[src/rtl/ctrl_fsm_hs.sv]
// Multi-cycle instruction sequencer: fetch/decode/execute/memory/writeback handshake control
// with bus wait timeout and sticky trap reporting.
//
// state     | meaning
// FETCH     | imem request held until imem_ack, instruction latched on ack
// DECODE    | opcode legality check
// EXECUTE   | branch resolve / jump target capture / route to MEMORY or WRITEBACK
// MEMORY    | dmem request held until dmem_ack
// WRITEBACK | single-cycle register and PC write
// TRAP      | all requests idle, cause held until reset
module ctrl_fsm_hs #(
    parameter int XLEN     = 32,
    parameter int MAX_WAIT = 15
) (
    input  logic            clk,
    input  logic            rst_n,
    input  logic [6:0]      opcode_i,
    input  logic [2:0]      funct3_i,
    input  logic [XLEN-1:0] alu_result_i,
    input  logic [XLEN-1:0] pc_plus4_i,
    output logic            imem_req_o,
    input  logic            imem_ack_i,
    output logic            dmem_req_o,
    output logic            dmem_we_o,
    input  logic            dmem_ack_i,
    output logic [1:0]      dmem_size_o,
    output logic            dmem_sign_o,
    output logic            ir_we_o,
    output logic            reg_we_o,
    output logic [1:0]      wb_sel_o,
    output logic            pc_we_o,
    output logic [XLEN-1:0] next_pc_o,
    output logic [2:0]      state_o,
    output logic            trap_o,
    output logic [1:0]      trap_cause_o
);

    localparam int CW = $clog2(MAX_WAIT + 1);
    localparam logic [CW-1:0] WAIT_LAST = CW'(MAX_WAIT - 1);
    localparam logic [CW-1:0] WAIT_SAT  = CW'(MAX_WAIT);

    localparam logic [2:0] S_FETCH     = 3'd0;
    localparam logic [2:0] S_DECODE    = 3'd1;
    localparam logic [2:0] S_EXECUTE   = 3'd2;
    localparam logic [2:0] S_MEMORY    = 3'd3;
    localparam logic [2:0] S_WRITEBACK = 3'd4;
    localparam logic [2:0] S_TRAP      = 3'd5;

    localparam logic [6:0] OP_R      = 7'h33;
    localparam logic [6:0] OP_I      = 7'h13;
    localparam logic [6:0] OP_LOAD   = 7'h03;
    localparam logic [6:0] OP_STORE  = 7'h23;
    localparam logic [6:0] OP_BRANCH = 7'h63;
    localparam logic [6:0] OP_JAL    = 7'h6F;
    localparam logic [6:0] OP_JALR   = 7'h67;
    localparam logic [6:0] OP_LUI    = 7'h37;
    localparam logic [6:0] OP_AUIPC  = 7'h17;

    localparam logic [1:0] CAUSE_ILLEGAL = 2'b01;
    localparam logic [1:0] CAUSE_TIMEOUT = 2'b10;
    localparam logic [1:0] CAUSE_ALIGN   = 2'b11;

    logic [2:0]      state_q, state_d;
    logic [CW-1:0]   cnt_q, cnt_d;
    logic [XLEN-1:0] tgt_q, tgt_d;
    logic            trap_q, trap_d;
    logic [1:0]      cause_q, cause_d;

    logic            is_load, is_store, is_branch, is_jump, legal;
    logic            br_taken, misaligned, timeout, wait_state;
    logic [XLEN-1:0] target;

    assign is_load    = (opcode_i == OP_LOAD);
    assign is_store   = (opcode_i == OP_STORE);
    assign is_branch  = (opcode_i == OP_BRANCH);
    assign is_jump    = (opcode_i == OP_JAL) || (opcode_i == OP_JALR);
    assign target     = {alu_result_i[XLEN-1:1], 1'b0};
    assign misaligned = target[1];
    assign wait_state = (state_q == S_FETCH) || (state_q == S_MEMORY);
    // Evaluated only when no ack is present, so a same-cycle ack always wins.
    assign timeout    = (cnt_q >= WAIT_LAST);

    always_comb begin
        legal = 1'b0;
        case (opcode_i)
            OP_R, OP_I, OP_LOAD, OP_STORE, OP_BRANCH,
            OP_JAL, OP_JALR, OP_LUI, OP_AUIPC: legal = 1'b1;
            default:                           legal = 1'b0;
        endcase
    end

    always_comb begin
        br_taken = 1'b0;
        case (funct3_i)
            3'b000, 3'b101, 3'b111: br_taken = (alu_result_i == '0);
            3'b001:                 br_taken = (alu_result_i != '0);
            3'b100, 3'b110:         br_taken = (alu_result_i == XLEN'(1));
            default:                br_taken = 1'b0;
        endcase
    end

    always_comb begin
        state_d     = state_q;
        tgt_d       = tgt_q;
        trap_d      = trap_q;
        cause_d     = cause_q;
        imem_req_o  = 1'b0;
        ir_we_o     = 1'b0;
        dmem_req_o  = 1'b0;
        dmem_we_o   = 1'b0;
        dmem_size_o = 2'b00;
        dmem_sign_o = 1'b0;
        reg_we_o    = 1'b0;
        wb_sel_o    = 2'b00;
        pc_we_o     = 1'b0;
        next_pc_o   = '0;
        case (state_q)
            S_FETCH: begin
                // Gated by rst_n so nothing is requested while reset is held.
                imem_req_o = rst_n;
                if (imem_ack_i) begin
                    ir_we_o = rst_n;
                    state_d = S_DECODE;
                end else if (timeout) begin
                    state_d = S_TRAP;
                    trap_d  = 1'b1;
                    cause_d = CAUSE_TIMEOUT;
                end
            end
            S_DECODE: begin
                if (legal) begin
                    state_d = S_EXECUTE;
                end else begin
                    state_d = S_TRAP;
                    trap_d  = 1'b1;
                    cause_d = CAUSE_ILLEGAL;
                end
            end
            S_EXECUTE: begin
                if (is_branch) begin
                    if (br_taken && misaligned) begin
                        state_d = S_TRAP;
                        trap_d  = 1'b1;
                        cause_d = CAUSE_ALIGN;
                    end else begin
                        pc_we_o   = 1'b1;
                        next_pc_o = br_taken ? target : pc_plus4_i;
                        state_d   = S_FETCH;
                    end
                end else if (is_jump) begin
                    if (misaligned) begin
                        state_d = S_TRAP;
                        trap_d  = 1'b1;
                        cause_d = CAUSE_ALIGN;
                    end else begin
                        tgt_d   = target;
                        state_d = S_WRITEBACK;
                    end
                end else if (is_load || is_store) begin
                    state_d = S_MEMORY;
                end else begin
                    state_d = S_WRITEBACK;
                end
            end
            S_MEMORY: begin
                dmem_req_o  = 1'b1;
                dmem_we_o   = is_store;
                dmem_size_o = (funct3_i[1:0] == 2'b11) ? 2'b10 : funct3_i[1:0];
                dmem_sign_o = is_store | ~funct3_i[2];
                if (dmem_ack_i) begin
                    if (is_store) begin
                        pc_we_o   = 1'b1;
                        next_pc_o = pc_plus4_i;
                        state_d   = S_FETCH;
                    end else begin
                        state_d = S_WRITEBACK;
                    end
                end else if (timeout) begin
                    state_d = S_TRAP;
                    trap_d  = 1'b1;
                    cause_d = CAUSE_TIMEOUT;
                end
            end
            S_WRITEBACK: begin
                reg_we_o  = 1'b1;
                pc_we_o   = 1'b1;
                wb_sel_o  = is_load ? 2'b01 : (is_jump ? 2'b10 : 2'b00);
                next_pc_o = is_jump ? tgt_q : pc_plus4_i;
                state_d   = S_FETCH;
            end
            S_TRAP: state_d = S_TRAP;
            default: state_d = S_FETCH;
        endcase
    end

    always_comb begin
        if ((state_d != state_q) || !wait_state) begin
            cnt_d = '0;
        end else if (cnt_q == WAIT_SAT) begin
            cnt_d = cnt_q;
        end else begin
            cnt_d = cnt_q + 1'b1;
        end
    end

    always_ff @(posedge clk or negedge rst_n) begin
        if (!rst_n) begin
            state_q <= S_FETCH;
            cnt_q   <= '0;
            tgt_q   <= '0;
            trap_q  <= 1'b0;
            cause_q <= 2'b00;
        end else begin
            state_q <= state_d;
            cnt_q   <= cnt_d;
            tgt_q   <= tgt_d;
            trap_q  <= trap_d;
            cause_q <= cause_d;
        end
    end

    assign state_o      = state_q;
    assign trap_o       = trap_q;
    assign trap_cause_o = cause_q;

endmodule

[config.mk]
export PLATFORM = sky130hd
export DESIGN_NAME = ctrl_fsm_hs
export DESIGN_NICKNAME = d
export VERILOG_FILES = /design/src/rtl/ctrl_fsm_hs.sv
export SDC_FILE = /design/constraint.sdc
export NUM_CORES = 1
export LEC_CHECK = 0
export CORE_UTILIZATION = 37
export DETAILED_ROUTE_END_ITERATION = 10
export HOLD_SLACK_MARGIN = 0.1
export PLACE_DENSITY = 0.74
export SLEW_MARGIN = 25
export SYNTH_ARGS = -nofsm -noshare
export SYNTH_HDL_FRONTEND = slang
export SYNTH_SLANG_ARGS = --single-unit
[constraint.sdc]
create_clock -name clk -period 2.04 [get_ports clk]
set_input_delay 0.204 -clock clk [delete_from_list [all_inputs] [get_ports clk]]
set_output_delay 0.204 -clock clk [all_outputs]
set_load 0.02 [all_outputs]
==> run_results.csv, run 1 <==
group,metric,value,unit
floorplanning,die_w,86.5,um
floorplanning,die_y,86.5,um
sta,slew_viol_final,0,
routing,route.met3.wl,805,um
routing,wirelength,11800,um
worst_setup_path,crit_required,1840,ps
floorplanning,std_cell_rows,30,
synthesis,synth_cell_type_count,48,
synthesis,synth_mux_area_share,12.8,%
power_and_ir_drop,finalPower,3770,uW
floorplanning,io_pins,127,
synthesis,synthTopCellsByArea,"dfrtp_1 (38%), mux2_2 (13%), a221o_1 (11%)",
routing,drt_iter0_markers,199,
sta,clock_skew,9.56,ps
clock_network,cts_buffer_depth,2,
clock_network,clockRootBuffer,"clkbuf_8",
synthesis,synth_compound_area_share,19.5,%
worst_setup_path,start_kind,"input port",
worst_setup_path,crit_fanout,5,
synthesis,yosys_most_used_dff,"dfrtp_1",
worst_setup_path,cp-endpoint,"next_pc_o[18]",
clock_network,ctsHtreeMaxLevel,2,
clock_network,cts-buffers-inserted,5,
job,drv_cap,0,
synthesis,synthArstFlopShare,100,%
floorplanning,initial_core_util,38.6,%
routing,met1_length,4570,um
global_routing,grt_use_total,27.5,%
synthesis,ys_ff_latch,40,
worst_setup_path,worstSetupPathType,"in2out",
power_and_ir_drop,clockPowerShare,17.5,%
placed_design,post-dp-hpwl,6930,um
sta,finalWorstSetupSlack,-806,ps
placed_design,io_buffer_count,126,
worst_setup_path,ff2ff_path_depth,8,
placed_design,dp_slack,-1540,ps
sta,setup_viol,51,
floorplanning,dieArea,0.00747,mm^2
synthesis,synth.net_count,341,
run_status,status,"complete, but fails checks",
global_routing,grt_max_degree,41,
worst_setup_path,regToRegEndpoint,"trap_o$_DFFE_PN0P_",
synthesis,yosys.area_share.simple,23.1,%
synthesis,netlist_area,0.00264,mm^2
worst_setup_path,cp_data_arrival_time,2640,ps
routing,top_layer,"met4",
sta,finalHoldViolCount,0,
sta,rsz0062_at_grt,"true",
synthesis,yosysWarnings,0,
hold_path,min_path_type,"in2reg",
global_routing,antenna_found_initial,0,
synthesis,yosysSeqAreaShare,37.9,%
power_and_ir_drop,switching_share,37.4,%
sta,slew_headroom,64.1,%
worst_setup_path,r2r_slack,190,ps
worst_setup_path,timing.critical_path.from,"funct3_i[0]",
clock_network,cts_tree,"yes",
power_and_ir_drop,ir_worst_vdd,0.000448,V
power_and_ir_drop,pwr-share-seq,23.0,%
global_routing,grt_overflow_total,0,
final_layout,area_delta_synth_final,98.1,%
routing,wl_per_cell,20.6,um
worst_setup_path,critPathCaptureType,"output pin",
synthesis,syn_inst,261,
power_and_ir_drop,p_per_area,721,mW/mm^2
power_and_ir_drop,combPwrFrac,59.5,%
final_layout,drive_gt1_share,47.9,%
run_status,violations,"setup timing",
routing,viasPerCell,5.80,
sta,max_freq,351,MHz
power_and_ir_drop,switchingPower,1410,uW
synthesis,yosysTopAreaCell,"dfrtp_1",
worst_setup_path,reg2reg_from,"state_o[0]$_DFF_PN0_",
routing,drtPass1Iterations,5,
sta,min_period_over_period,140,%
global_routing,grt_pass1_vias,3102,
clock_network,clock-sinks,40,
power_and_ir_drop,p_int,2360,uW
final_layout,final_nets,555,
global_routing,grt_pass1_wl,15700,um
synthesis,synth-xor-area-share,0.664,%
synthesis,avgSynthCellArea,10.1,um^2
synthesis,synth_top_area_share,37.9,%
clock_network,path_clk_slew,80,ps
sta,fin_crit,2850,ps
synthesis,synthAdderAreaFrac,0.948,%
floorplanning,core_area,0.00683,mm^2
power_and_ir_drop,p_leak,0.00257,uW
routing,ant_nets,0,
sta,tightestPinTransition,537,ps
final_layout,diodes,0,
routing,drc,0,
clock_network,clk_latency,300,ps
placed_design,place.gp.congestion,0.926,
routing,wl_met2,5920,um
routing,vias,3317,
synthesis,synth_top_family_by_area,"simple AND/OR/NAND/NOR gates",
synthesis,synth_edf_count,0,
## logic make-up (layout without fill, tap and decap cells)
kind of cell | count (synthesis) | count (layout)
AOI/OAI and AO/OA | 58 | 58
xor gates and xnor gates | 2 | 2
adders and majority gates | 2 | 2
buffers and inverters | 22 | 237
DFF | 40 | 40
muxes | 30 | 30
and+or+nand+nor | 107 | 107
## power by group through the flow
stage          Sequential (uW)  Combinational [uW]  Clock (uW)
2_1_floorplan              933                 819           0
3_3_place_gp               872                1720           0
3_5_place_dp               874                1740           0
4_1_cts                    859                2090         658
5_1_grt                    868                2340         706
6_report                   865                2240         659
## layout by cell type, fill, tap and decap left out, types with 4 or more instances in the layout
master and instances:
buf_6 43, a221o_1 30, nand2_1 10, dfrtp_1 40, clkdlybuf4s15_2 7, nor3_1 4, nor2_1 12, clkbuf_16 4
clkbuf_2 5, mux2_2 30, and3_1 31, clkbuf_8 5, clkdlybuf4s50_1 45, nor2_4 4, and2_1 4, buf_12 6
buf_4 75, dlygate4sd2_1 15, clkdlybuf4s15_1 7, nor4_4 4, buf_2 7, nand3_1 4, inv_1 5
## layer usage
layer / GRT usage, % / vias up
li1: - / 1455
met1: 33.5 / 1635
met2: 48.3 / 178
met3: 5.14 / 49
met4: 10.0 / 0
met5: 0 / -
## how the worst min path moves through the flow
stage	from	end	slack (ps)	depth (start not counted)
6_report	alu_result_i[5]	tgt_q[5]$_DFFE_PN0P_	250	3
5_1_grt	alu_result_i[5]	tgt_q[5]$_DFFE_PN0P_	240	3
4_1_cts	alu_result_i[5]	tgt_q[5]$_DFFE_PN0P_	240	3
3_5_place_dp	rst_n	trap_o$_DFFE_PN0P_	360	2
3_3_place_gp	rst_n	trap_cause_o[0]$_DFFE_PN0P_	350	2
2_1_floorplan	rst_n	cnt_q[0]$_DFFE_PN0P_	-90	0
## worst max-delay path, stage by stage
cell and delay, ps:
clkdlybuf4s50_1 510, or3b_4 420, nand3_1 260, and3_4 250
o22ai_4 70, buf_12 140, buf_8 120, buf_16 130
a221o_1 360, buf_6 140
## flip-flops by register name, summed over array words and instances, names as in the netlist
name / count
tgt_q: 30
cnt_q: 4
state_o: 3
trap_cause_o: 2
trap_o: 1
## through the flow
stage / instances / TNS, ps / util [%] / instance area [um^2] / hold WS, ps
2_1_floorplan: 261 / -839 / - / 2700 / -91.6
3_3_place_gp: 535 / -70310 / 66.0 / 4510 / 349
3_5_place_dp: 536 / -65650 / 66.2 / 4520 / 364
4_1_cts: 558 / -22580 / 71.4 / 4880 / 240
5_1_grt: 572 / -28670 / 76.5 / 5230 / 236
6_report: 572 / -24850 / 76.5 / 5230 / 245
## synthesized netlist by cell type, drive strengths merged (2+ instances only)
master,number
a21oi,3
nand3,6
ha,2
and3,32
nand2,13
nor2b,3
nand4,2
mux2,30
a21o,3
o21ai,6
xnor2,2
nor4b,2
nor2,16
clkbuf,8
or2,3
nor3,8
a31oi,2
inv,5
a221o,30
nor4,7
dfrtp,40
nand2b,2
or4,2
buf,9
and2,6
## cell type report
class,count,area [um^2]
timing repair buffer,224,2230
tap,96,120
sequential,40,1000
clock inverter,2,35.0
inverter,5,18.8
fill,440,1610
multi-input combinational,199,1750
clock buffer,6,72.6
## repair_timing
action	CTS	global route
resized for setup	315	59
endpoints found under the setup margin	76	76
hold buffers	1	0
setup buffers	10	14
gates cloned	3	4
pin swaps	20	27
hold endpoints to repair	40	0
Power figures use the tool's default switching activity.
==> run 2, diff against run 1 <==
--- a/config.mk
+++ b/config.mk
@@ -7,9 +7,9 @@
 export LEC_CHECK = 0
 export CORE_UTILIZATION = 37
 export DETAILED_ROUTE_END_ITERATION = 10
-export HOLD_SLACK_MARGIN = 0.1
+export HOLD_SLACK_MARGIN = 0.03
 export PLACE_DENSITY = 0.74
-export SLEW_MARGIN = 25
+export SLEW_MARGIN = 20
 export SYNTH_ARGS = -nofsm -noshare
 export SYNTH_HDL_FRONTEND = slang
 export SYNTH_SLANG_ARGS = --single-unit
==> run_results.csv, run 2 (synthesized netlist as in run 1, its figures left out) <==
group,metric,value,unit
routing,wirelength,10800,um
clock_network,clockRootBuffer,"clkbuf_8",
routing,wl_met2,5490,um
floorplanning,die_y,86.5,um
routing,drtPass1Iterations,4,
routing,top_layer,"met4",
final_layout,diodes,0,
clock_network,path_clk_slew,90,ps
floorplanning,dieArea,0.00747,mm^2
clock_network,clk_latency,310,ps
final_layout,regMostFlops,"tgt_q",
placed_design,place_area,0.00451,mm^2
final_layout,stdcell_count,573,
sta,slew_viol_final,0,
global_routing,grt_overflow_total,0,
power_and_ir_drop,p_int,2370,uW
hold_path,min_path_type,"in2async",
sta,finalHoldViolCount,0,
sta,tightestPinTransition,529,ps
routing,wl_per_cell,18.9,um
floorplanning,core_area,0.00683,mm^2
power_and_ir_drop,clockPowerShare,17.5,%
global_routing,grt_pass1_vias,3271,
sta,slew_headroom,64.7,%
floorplanning,initial_core_util,38.6,%
sta,rsz0062_at_grt,"true",
placed_design,io_buffer_count,126,
routing,ant_nets,0,
worst_setup_path,cp_data_arrival_time,2560,ps
worst_setup_path,crit_required,1840,ps
worst_setup_path,critPathCaptureType,"output pin",
clock_network,cts-buffers-inserted,5,
final_layout,post-route-util,75.2,%
final_layout,layout_commonest_cell,"buf_4",
placed_design,place.gp.congestion,0.926,
placed_design,post-dp-hpwl,6800,um
placed_design,dp.cells,535,
clock_network,cts_tree,"yes",
final_layout,design_area,0.00514,mm^2
final_layout,largest_reg_flops,30,
worst_setup_path,start_kind,"input port",
run_status,status,"complete, but fails checks",
floorplanning,io_pins,127,
routing,drc,0,
sta,clock_skew,11.3,ps
job,drv_cap,0,
sta,min_period_over_period,136,%
final_layout,drive_gt1_share,48.6,%
power_and_ir_drop,switching_share,37.1,%
final_layout,area_delta_synth_final,94.6,%
global_routing,antenna_found_initial,0,
global_routing,grt_use_total,29.6,%
clock_network,clock-sinks,40,
clock_network,ctsHtreeMaxLevel,2,
run_status,violations,"setup timing",
power_and_ir_drop,combPwrFrac,59.6,%
routing,viasPerCell,5.57,
final_layout,final_nets,556,
worst_setup_path,crit_fanout,5,
routing,met1_length,4320,um
power_and_ir_drop,switchingPower,1400,uW
worst_setup_path,worstSetupPathType,"in2out",
power_and_ir_drop,pwr-share-seq,22.9,%
placed_design,dp_slack,-1810,ps
routing,route.met3.wl,609,um
sta,max_freq,361,MHz
sta,setup_viol,37,
routing,drt_iter0_markers,210,
sta,fin_crit,2770,ps
floorplanning,die_w,86.5,um
clock_network,cts_buffer_depth,2,
power_and_ir_drop,ir_worst_vdd,0.000416,V
power_and_ir_drop,p_per_area,734,mW/mm^2
final_layout,final_cell_mix,"buf_4 (82), clkdlybuf4s50_1 (45), buf_6 (42)",
power_and_ir_drop,p_leak,0.00255,uW
global_routing,grt_max_degree,41,
sta,finalWorstSetupSlack,-727,ps
worst_setup_path,ff2ff_path_depth,8,
routing,vias,3194,
floorplanning,std_cell_rows,30,
global_routing,grt_pass1_wl,16800,um
## run 2: area by class of cell
cell class | instances | area, um^2
Sequential cell | 40 | 1000
Multi-Input combinational cell | 200 | 1770
Fill cell | 464 | 1700
Timing Repair Buffer | 224 | 2120
Inverter | 5 | 18.8
Clock inverter | 2 | 35.0
Clock buffer | 6 | 72.6
Tap cell | 96 | 120
## run 2: metrics by stage
stage	power, uW	TNS [ps]	hold slack [ps]
floorplan	1750	-839	-91.6
global placement	2600	-70310	349
global route	3930	-26020	59.8
detailed placement	2620	-74530	364
finish	3770	-22910	17.0
CTS	3700	-22520	38.2
## run 2: critical path: stages
cell,delay [ps]
clkdlybuf4s15_2,210
nor4_4,270
nand4_1,210
buf_4,180
or4b_4,510
and3_4,210
o22ai_4,120
buf_6,130
buf_6,120
buf_12,120
a221o_1,170
buf_6,120
## run 2: worst paths after layout
path	end	startpoint	slack (ps)
setup reg to reg	trap_o$_DFFE_PN0P_	state_o[0]$_DFF_PN0_	150
hold reg to reg	trap_o$_DFFE_PN0P_	trap_o$_DFFE_PN0P_	470
min in group clk	tgt_q[20]$_DFFE_PN0P_	alu_result_i[20]	200
hold / removal	tgt_q[13]$_DFFE_PN0P_	rst_n	20
max in group asynchronous	tgt_q[22]$_DFFE_PN0P_	rst_n	1650
setup / recovery	next_pc_o[3]	alu_result_i[29]	-730
## run 2: timing repair
item | in CTS | in global routing
setup endpoints to repair | 76 | 74
setup buffers | 23 | 1
gates cloned | 6 | 0
hold buffers | 0 | 0
gates resized for setup | 347 | 38
endpoints found under the hold margin | 0 | 0
pin swaps | 31 | 20
## run 2: power groups by stage
stage / Clock, uW / Sequential [uW] / Combinational (uW)
after floorplan: 0 / 933 / 819
after global placement: 0 / 872 / 1720
after detailed placement: 0 / 875 / 1740
after CTS: 659 / 860 / 2180
after global routing: 695 / 866 / 2360
final: 660 / 862 / 2250
## run 2: layer usage
layer	vias to the layer above	global-route usage, %
li1	1462	-
met4	0	13.2
met5	-	0
met2	124	50.9
met3	34	5.43
met1	1574	36.2
==> run 3, diff against run 2 <==
--- a/config.mk
+++ b/config.mk
@@ -7,6 +7,7 @@
 export LEC_CHECK = 0
 export CORE_UTILIZATION = 37
 export DETAILED_ROUTE_END_ITERATION = 10
+export GPL_TIMING_DRIVEN = 1
 export HOLD_SLACK_MARGIN = 0.03
 export PLACE_DENSITY = 0.74
 export SLEW_MARGIN = 20
==> results of run 3 <==
Final layout, timing and power as in run 2 (identical DEF).
